## src/rtl/mem_port_arbiter_pkg.sv

```systemverilog
// Shared types and constants for the unified memory port arbiter.
package arb_pkg;

    localparam int STARVE_CNT_W = 4;

    typedef enum logic [1:0] {
        IDLE,
        BUSY_IF,
        BUSY_D
    } arb_state_e;

    typedef enum logic [1:0] {
        OWN_NONE,
        OWN_IF,
        OWN_D
    } arb_owner_e;

endpackage

```

## src/rtl/mem_port_arbiter_if.sv

```systemverilog
// Fetch, data-stage and backing-memory signals of the arbiter; the slave modport is the arbiter's view.
interface mem_port_arbiter_if #(
    parameter int ADDR_WIDTH = 32,
    parameter int DATA_WIDTH = 32
);
    logic                  if_req_i;
    logic [ADDR_WIDTH-1:0] if_addr_i;
    logic                  if_gnt_o;
    logic                  if_rvalid_o;
    logic [DATA_WIDTH-1:0] if_rdata_o;

    logic                  d_req_i;
    logic                  d_we_i;
    logic [ADDR_WIDTH-1:0] d_addr_i;
    logic [DATA_WIDTH-1:0] d_wdata_i;
    logic                  d_gnt_o;
    logic                  d_rvalid_o;
    logic [DATA_WIDTH-1:0] d_rdata_o;

    logic                  mem_req_o;
    logic                  mem_we_o;
    logic [ADDR_WIDTH-1:0] mem_addr_o;
    logic [DATA_WIDTH-1:0] mem_wdata_o;
    logic                  mem_gnt_i;
    logic                  mem_rvalid_i;
    logic [DATA_WIDTH-1:0] mem_rdata_i;

    logic                  stall_f_o;
    logic                  stall_m_o;

    modport slave (
        input  if_req_i, if_addr_i,
        output if_gnt_o, if_rvalid_o, if_rdata_o,
        input  d_req_i, d_we_i, d_addr_i, d_wdata_i,
        output d_gnt_o, d_rvalid_o, d_rdata_o,
        output mem_req_o, mem_we_o, mem_addr_o, mem_wdata_o,
        input  mem_gnt_i, mem_rvalid_i, mem_rdata_i,
        output stall_f_o, stall_m_o
    );

    modport master (
        output if_req_i, if_addr_i,
        input  if_gnt_o, if_rvalid_o, if_rdata_o,
        output d_req_i, d_we_i, d_addr_i, d_wdata_i,
        input  d_gnt_o, d_rvalid_o, d_rdata_o,
        input  mem_req_o, mem_we_o, mem_addr_o, mem_wdata_o,
        output mem_gnt_i, mem_rvalid_i, mem_rdata_i,
        input  stall_f_o, stall_m_o
    );

endinterface

```

## src/rtl/mem_port_arbiter_perf_cnt.sv

```systemverilog
// Saturating event counter with enable and synchronous reset, used for arbiter statistics.
module arb_perf_cnt #(
    parameter int WIDTH = 16
) (
    input  logic             clk_i,
    input  logic             rst_i,
    input  logic             en_i,
    output logic [WIDTH-1:0] cnt_o
);

    logic [WIDTH-1:0] cnt_q;
    logic [WIDTH-1:0] cnt_d;

    always_comb begin
        cnt_d = cnt_q;
        if (en_i && (cnt_q != {WIDTH{1'b1}})) begin
            cnt_d = cnt_q + WIDTH'(1);
        end
    end

    always_ff @(posedge clk_i) begin
        if (rst_i) begin
            cnt_q <= '0;
        end else begin
            cnt_q <= cnt_d;
        end
    end

    assign cnt_o = cnt_q;

endmodule

```

## src/rtl/mem_port_arbiter.sv

```systemverilog
// Shares one memory port between fetch (IF) and data stage (D): D has priority, IF wins after
// STARVE_LIMIT back-to-back D grants. Define ARB_PERF_CNT_EN to add grant/stall counters.
module mem_port_arbiter
    import arb_pkg::*;
#(
    parameter int ADDR_WIDTH   = 32,
    parameter int DATA_WIDTH   = 32,
    parameter int STARVE_LIMIT = 4
`ifdef ARB_PERF_CNT_EN
    ,
    parameter int CNT_WIDTH    = 16
`endif
) (
    input  logic              clk_i,
    input  logic              rst_i,
    mem_port_arbiter_if.slave bus
`ifdef ARB_PERF_CNT_EN
    ,
    output logic [CNT_WIDTH-1:0] perf_if_gnt_o,
    output logic [CNT_WIDTH-1:0] perf_d_gnt_o,
    output logic [CNT_WIDTH-1:0] perf_stall_o
`endif
);

    localparam logic [STARVE_CNT_W-1:0] LIMIT = STARVE_CNT_W'(STARVE_LIMIT);

    arb_state_e              state_q, state_d;
    logic [STARVE_CNT_W-1:0] starve_q, starve_d;
    logic                    d_we_q, d_we_d;
    arb_owner_e              winner;

    logic                  if_gnt, d_gnt, if_rvalid, d_rvalid;
    logic                  mem_req, mem_we, stall_f, stall_m;
    logic [ADDR_WIDTH-1:0] mem_addr;
    logic [DATA_WIDTH-1:0] mem_wdata, if_rdata, d_rdata;

    always_comb begin
        winner = OWN_NONE;
        if (bus.d_req_i && ((starve_q < LIMIT) || !bus.if_req_i)) begin
            winner = OWN_D;
        end else if (bus.if_req_i) begin
            winner = OWN_IF;
        end
    end

    // NOTE: every output gets a default before the case so no path leaves a latch behind.
    always_comb begin
        state_d   = state_q;
        d_we_d    = d_we_q;
        if_gnt    = 1'b0;
        d_gnt     = 1'b0;
        if_rvalid = 1'b0;
        d_rvalid  = 1'b0;
        if_rdata  = '0;
        d_rdata   = '0;
        mem_req   = 1'b0;
        mem_we    = 1'b0;
        mem_addr  = '0;
        mem_wdata = '0;
        stall_f   = 1'b0;
        stall_m   = 1'b0;
        // While reset is held every output stays quiet, even if the old state is still BUSY.
        if (!rst_i) begin
            case (state_q)
                IDLE: begin
                    if (winner == OWN_D) begin
                        mem_req   = 1'b1;
                        mem_we    = bus.d_we_i;
                        mem_addr  = bus.d_addr_i;
                        mem_wdata = bus.d_wdata_i;
                        d_gnt     = bus.mem_gnt_i;
                        if (bus.mem_gnt_i) begin
                            state_d = BUSY_D;
                            d_we_d  = bus.d_we_i;
                        end
                    end else if (winner == OWN_IF) begin
                        mem_req  = 1'b1;
                        mem_addr = bus.if_addr_i;
                        if_gnt   = bus.mem_gnt_i;
                        if (bus.mem_gnt_i) begin
                            state_d = BUSY_IF;
                        end
                    end
                end
                BUSY_IF: begin
                    if (bus.mem_rvalid_i) begin
                        if_rvalid = 1'b1;
                        if_rdata  = bus.mem_rdata_i;
                        state_d   = IDLE;
                    end
                end
                BUSY_D: begin
                    if (bus.mem_rvalid_i) begin
                        d_rvalid = 1'b1;
                        d_rdata  = d_we_q ? '0 : bus.mem_rdata_i;
                        state_d  = IDLE;
                    end
                end
                default: state_d = IDLE;
            endcase
            stall_f = (bus.if_req_i && !if_gnt) || ((state_q == BUSY_IF) && !bus.mem_rvalid_i);
            stall_m = (bus.d_req_i && !d_gnt) || ((state_q == BUSY_D) && !bus.mem_rvalid_i);
        end
    end

    always_comb begin
        starve_d = starve_q;
        if (!bus.if_req_i || if_gnt) begin
            starve_d = '0;
        end else if (d_gnt && (starve_q != LIMIT)) begin
            starve_d = starve_q + STARVE_CNT_W'(1);
        end
    end

    // NOTE: state registers use non-blocking assignments so all flops update from pre-edge values.
    always_ff @(posedge clk_i) begin
        if (rst_i) begin
            state_q  <= IDLE;
            starve_q <= '0;
            d_we_q   <= 1'b0;
        end else begin
            state_q  <= state_d;
            starve_q <= starve_d;
            d_we_q   <= d_we_d;
        end
    end

    assign bus.if_gnt_o    = if_gnt;
    assign bus.if_rvalid_o = if_rvalid;
    assign bus.if_rdata_o  = if_rdata;
    assign bus.d_gnt_o     = d_gnt;
    assign bus.d_rvalid_o  = d_rvalid;
    assign bus.d_rdata_o   = d_rdata;
    assign bus.mem_req_o   = mem_req;
    assign bus.mem_we_o    = mem_we;
    assign bus.mem_addr_o  = mem_addr;
    assign bus.mem_wdata_o = mem_wdata;
    assign bus.stall_f_o   = stall_f;
    assign bus.stall_m_o   = stall_m;

`ifdef ARB_PERF_CNT_EN
    arb_perf_cnt #(.WIDTH(CNT_WIDTH)) u_perf_if (
        .clk_i (clk_i),
        .rst_i (rst_i),
        .en_i  (if_gnt),
        .cnt_o (perf_if_gnt_o)
    );

    arb_perf_cnt #(.WIDTH(CNT_WIDTH)) u_perf_d (
        .clk_i (clk_i),
        .rst_i (rst_i),
        .en_i  (d_gnt),
        .cnt_o (perf_d_gnt_o)
    );

    arb_perf_cnt #(.WIDTH(CNT_WIDTH)) u_perf_stall (
        .clk_i (clk_i),
        .rst_i (rst_i),
        .en_i  (stall_f | stall_m),
        .cnt_o (perf_stall_o)
    );
`endif

endmodule

```

## src/flat_wrapper.sv

```systemverilog
// flat-port wrapper written by rule: the top's interface ports become plain ports
module mem_port_arbiter_flat import arb_pkg::*;
#(
    parameter int ADDR_WIDTH   = 32,
    parameter int DATA_WIDTH   = 32,
    parameter int STARVE_LIMIT = 4

)
  (clk_i, rst_i, bus_if_req_i, bus_if_addr_i, bus_if_gnt_o, bus_if_rvalid_o, bus_if_rdata_o, bus_d_req_i, bus_d_we_i, bus_d_addr_i, bus_d_wdata_i, bus_d_gnt_o, bus_d_rvalid_o, bus_d_rdata_o, bus_mem_req_o, bus_mem_we_o, bus_mem_addr_o, bus_mem_wdata_o, bus_mem_gnt_i, bus_mem_rvalid_i, bus_mem_rdata_i, bus_stall_f_o, bus_stall_m_o);
  mem_port_arbiter_if #(.ADDR_WIDTH(ADDR_WIDTH), .DATA_WIDTH(DATA_WIDTH)) bus_i ();
  input  logic clk_i;
  input  logic rst_i;
  input wire logic [$bits(bus_i.if_req_i)-1:0] bus_if_req_i;
  input wire logic [$bits(bus_i.if_addr_i)-1:0] bus_if_addr_i;
  output wire logic [$bits(bus_i.if_gnt_o)-1:0] bus_if_gnt_o;
  output wire logic [$bits(bus_i.if_rvalid_o)-1:0] bus_if_rvalid_o;
  output wire logic [$bits(bus_i.if_rdata_o)-1:0] bus_if_rdata_o;
  input wire logic [$bits(bus_i.d_req_i)-1:0] bus_d_req_i;
  input wire logic [$bits(bus_i.d_we_i)-1:0] bus_d_we_i;
  input wire logic [$bits(bus_i.d_addr_i)-1:0] bus_d_addr_i;
  input wire logic [$bits(bus_i.d_wdata_i)-1:0] bus_d_wdata_i;
  output wire logic [$bits(bus_i.d_gnt_o)-1:0] bus_d_gnt_o;
  output wire logic [$bits(bus_i.d_rvalid_o)-1:0] bus_d_rvalid_o;
  output wire logic [$bits(bus_i.d_rdata_o)-1:0] bus_d_rdata_o;
  output wire logic [$bits(bus_i.mem_req_o)-1:0] bus_mem_req_o;
  output wire logic [$bits(bus_i.mem_we_o)-1:0] bus_mem_we_o;
  output wire logic [$bits(bus_i.mem_addr_o)-1:0] bus_mem_addr_o;
  output wire logic [$bits(bus_i.mem_wdata_o)-1:0] bus_mem_wdata_o;
  input wire logic [$bits(bus_i.mem_gnt_i)-1:0] bus_mem_gnt_i;
  input wire logic [$bits(bus_i.mem_rvalid_i)-1:0] bus_mem_rvalid_i;
  input wire logic [$bits(bus_i.mem_rdata_i)-1:0] bus_mem_rdata_i;
  output wire logic [$bits(bus_i.stall_f_o)-1:0] bus_stall_f_o;
  output wire logic [$bits(bus_i.stall_m_o)-1:0] bus_stall_m_o;
  assign bus_i.if_req_i = bus_if_req_i;
  assign bus_i.if_addr_i = bus_if_addr_i;
  assign bus_if_gnt_o = bus_i.if_gnt_o;
  assign bus_if_rvalid_o = bus_i.if_rvalid_o;
  assign bus_if_rdata_o = bus_i.if_rdata_o;
  assign bus_i.d_req_i = bus_d_req_i;
  assign bus_i.d_we_i = bus_d_we_i;
  assign bus_i.d_addr_i = bus_d_addr_i;
  assign bus_i.d_wdata_i = bus_d_wdata_i;
  assign bus_d_gnt_o = bus_i.d_gnt_o;
  assign bus_d_rvalid_o = bus_i.d_rvalid_o;
  assign bus_d_rdata_o = bus_i.d_rdata_o;
  assign bus_mem_req_o = bus_i.mem_req_o;
  assign bus_mem_we_o = bus_i.mem_we_o;
  assign bus_mem_addr_o = bus_i.mem_addr_o;
  assign bus_mem_wdata_o = bus_i.mem_wdata_o;
  assign bus_i.mem_gnt_i = bus_mem_gnt_i;
  assign bus_i.mem_rvalid_i = bus_mem_rvalid_i;
  assign bus_i.mem_rdata_i = bus_mem_rdata_i;
  assign bus_stall_f_o = bus_i.stall_f_o;
  assign bus_stall_m_o = bus_i.stall_m_o;
  mem_port_arbiter #(.ADDR_WIDTH(ADDR_WIDTH), .DATA_WIDTH(DATA_WIDTH), .STARVE_LIMIT(STARVE_LIMIT)) u_core (.clk_i(clk_i), .rst_i(rst_i), .bus(bus_i));
endmodule
```

## config.mk

```make
export PLATFORM = sky130hd
export DESIGN_NAME = mem_port_arbiter_flat
export DESIGN_NICKNAME = d
export VERILOG_FILES = /design/src/rtl/mem_port_arbiter_pkg.sv /design/src/rtl/mem_port_arbiter_if.sv /design/src/rtl/mem_port_arbiter_perf_cnt.sv /design/src/rtl/mem_port_arbiter.sv /design/src/flat_wrapper.sv
export SDC_FILE = /design/constraint.sdc
export NUM_CORES = 1
export LEC_CHECK = 0
export BUFFER_PORTS_ARGS = -buffer_cell sky130_fd_sc_hd__clkbuf_2
export CORE_AREA = 10 10 98 100
export DETAILED_ROUTE_END_ITERATION = 6
export DIE_AREA = 0 0 108 110
export PLACE_DENSITY = 0.65
export SLEW_MARGIN = 10
export SYNTH_ARGS = -nofsm -noshare
export SYNTH_HDL_FRONTEND = slang
export SYNTH_HIERARCHICAL = 1
export SYNTH_SLANG_ARGS = --single-unit
```

## constraint.sdc

```tcl
create_clock -name clk_i -period 3.46 [get_ports clk_i]
set_clock_uncertainty 0.15 [all_clocks]
set_input_delay 0.346 -clock clk_i [delete_from_list [all_inputs] [get_ports clk_i]]
set_output_delay 0.346 -clock clk_i [all_outputs]
set_load 0.03 [all_outputs]
```

==> reports/metrics.csv <==
metric;value;unit
outcome;finished, final reports clean;
antenna_left;0;
leakagePower;1.86;nW
remaining_drc_errors;0;
place.gp.congestion;0.906;
slew_headroom;43.2;%
area_delta_synth_final;74.5;%
synth_edf_count;0;
vias;3024;
hold_violations;0;
antenna_found_initial;0;
synth_seq_cells;7;
routed_wl;10.7;mm
grt-ovfl-total;0;
hold_slack;0.278;ns
cts-root-buf;clkbuf_8;
worst_setup_path_end_kind;output port;
async_reset_ff_share;0;%
critPathLaunchType;flop;
cts_buffer_depth;2;
wl_per_cell;16.8;um
grt.total_usage;15.9;%
tightest_slew;0.853;ns
finalSetupTns;0;ns
io_pins;271;
dp_hpwl;9.21;mm
netlist_area;1870;um2
clock_sinks;7;
syn_inst;291;
fin_crit;2.59;ns
synth_cell_types;36;
path_max_fanout;24;
syn_avg_cell_area;6.41;um2
routed_via_density;4.73;
clkTransAtPathRegs;0.04;ns
max-cap-violations;0;
ir_drop;0.0892;mV
initial_core_util;24.4;%
synth_top_cell_area_share;32.2;%
drt_iter0_markers;207;
drive_gt1_share;52.6;%
dr.pass1.iters;4;
antenna_cells;0;
cts_resized;0;
synth_area_leaders;and2_1 32%, o211ai_1 13%, a21oi_1 9.9%, nand3_1 8.6%, dfxtp_1 7.5%;
synth_ff_type;dfxtp_1;
die_w;108;um
htreeDepth;1;
setup_viol_count_final;0;
num_rows;32;
cts_setup_buffers;0;
ys_seq_area_share;7.51;%
cts_tree;built;
slew_viol_final;0;
grt_pass1_wl;15.7;mm
crit_type;flop to output port;
fp.coreArea;7650;um2
fin_crit_sh;75.0;%
clock_latency;0.22;ns
die_h;110;um
synth_fp_nets;431;
grt_max_degree;37;
die_area;11900;um2
grt_pass1_vias;3008;
synth_warnings;6;
yosys.area.top_type;and2_1;
cts_hold_buf;0;
cts-buffers-inserted;3;
portBuffers;270;
worstPathArrival;2.10;ns
rsz0062_at_grt;false;
worstPathRequired;2.96;ns
fmax;385;MHz
hp-class;input pin to flop;
nets;679;
power.density;175;nW/um2
-- synthesized netlist by cell type (4+ instances only) --
cell	number
nor2_1	7
buf_6	4
buf_2	5
o211ai_1	32
and2_1	96
nand2b_1	4
nand2_1	4
a21oi_1	37
dfxtp_1	7
ha_1	5
clkbuf_1	18
nand3_1	32
inv_1	6
-- state kept, by name (all words and copies together), names as in the netlist --
register,count
u_core/state_q,2
u_core/d_we_q,1
u_core/starve_q,4
-- final cells by class --
cell class              instances  area [um2]
fillers                       833        4390
multi-input cells             245        1530
repair buffers                275        1390
flip-flops and latches          7         140
well taps                     102         128
clock buffers                   4        45.0
inverters                       7        26.3
-- cell families after synthesis --
group / count (synthesis) / synth area share (%)
flops: 7 / 7.51
buf+inv: 39 / 10.7
simple gates: 159 / 51.0
compound gates: 81 / 27.4
fa+ha+maj: 5 / 3.35
-- path summary, 6_finish.rpt --
check,cells after the start,from,end,slack (ns)
worst max-delay path,5,u_core/starve_q[3],bus_mem_addr_o[21],0.87
worst min-delay path,2,rst_i,u_core/d_we_q,0.28
worst min register to register,2,u_core/d_we_q,u_core/d_we_q,0.32
worst max register to register,4,u_core/starve_q[3],u_core/d_we_q,1.57
-- per-stage QoR --
stage	total power, mW	utilization, %	std cells	worst slack (ns)	instance area (um2)
after global placement	0.453	42.0	636	1.04	3210
after global routing	0.610	42.6	640	0.693	3260
after detailed placement	0.458	42.0	636	0.941	3210
final	0.569	42.6	640	0.865	3260
after CTS	0.574	42.5	640	0.755	3250
after floorplan	0.308	-	291	1.35	1870
-- worst max-delay path, stage by stage, from the launching register on --
cell	delay [ns]
dfxtp_1	0.42
o21a_1	0.50
buf_4	0.37
o211ai_1	0.12
a21oi_1	0.20
clkbuf_2	0.25
-- cell usage in the layout (no fill, tap or decap), types with 2 or more instances in the layout --
master and count:
clkbuf_2 270, and2_1 96, a21oi_1 37, nand3_1 32, o211ai_1 32, nor2_1 7
dfxtp_1 7, inv_1 6, ha_1 5, buf_4 5, nand2_1 4, clkbuf_8 3
nand2b_1 3, o31ai_1 3, nand3b_1 2, and3b_1 2, and4b_1 2, o21ai_0 2
nand4_1 2, o32ai_1 2, a31oi_1 2
-- where the power goes --
| group | internal, mW | leakage (nW) | switching [mW] |
|---|---|---|---|
| logic | 0.133 | 1.79 | 0.235 |
| registers | 0.0834 | 0.0567 | 0.00138 |
| clock network | 0.0798 | 0.0228 | 0.0359 |
-- layer usage --
metal	GRT usage (%)	routed length (um)
met2	30.0	5440
met4	3.82	139
met5	0	0
met3	8.30	1630
met1	14.8	3510
Note: power is estimated with default switching activity, not from simulation.
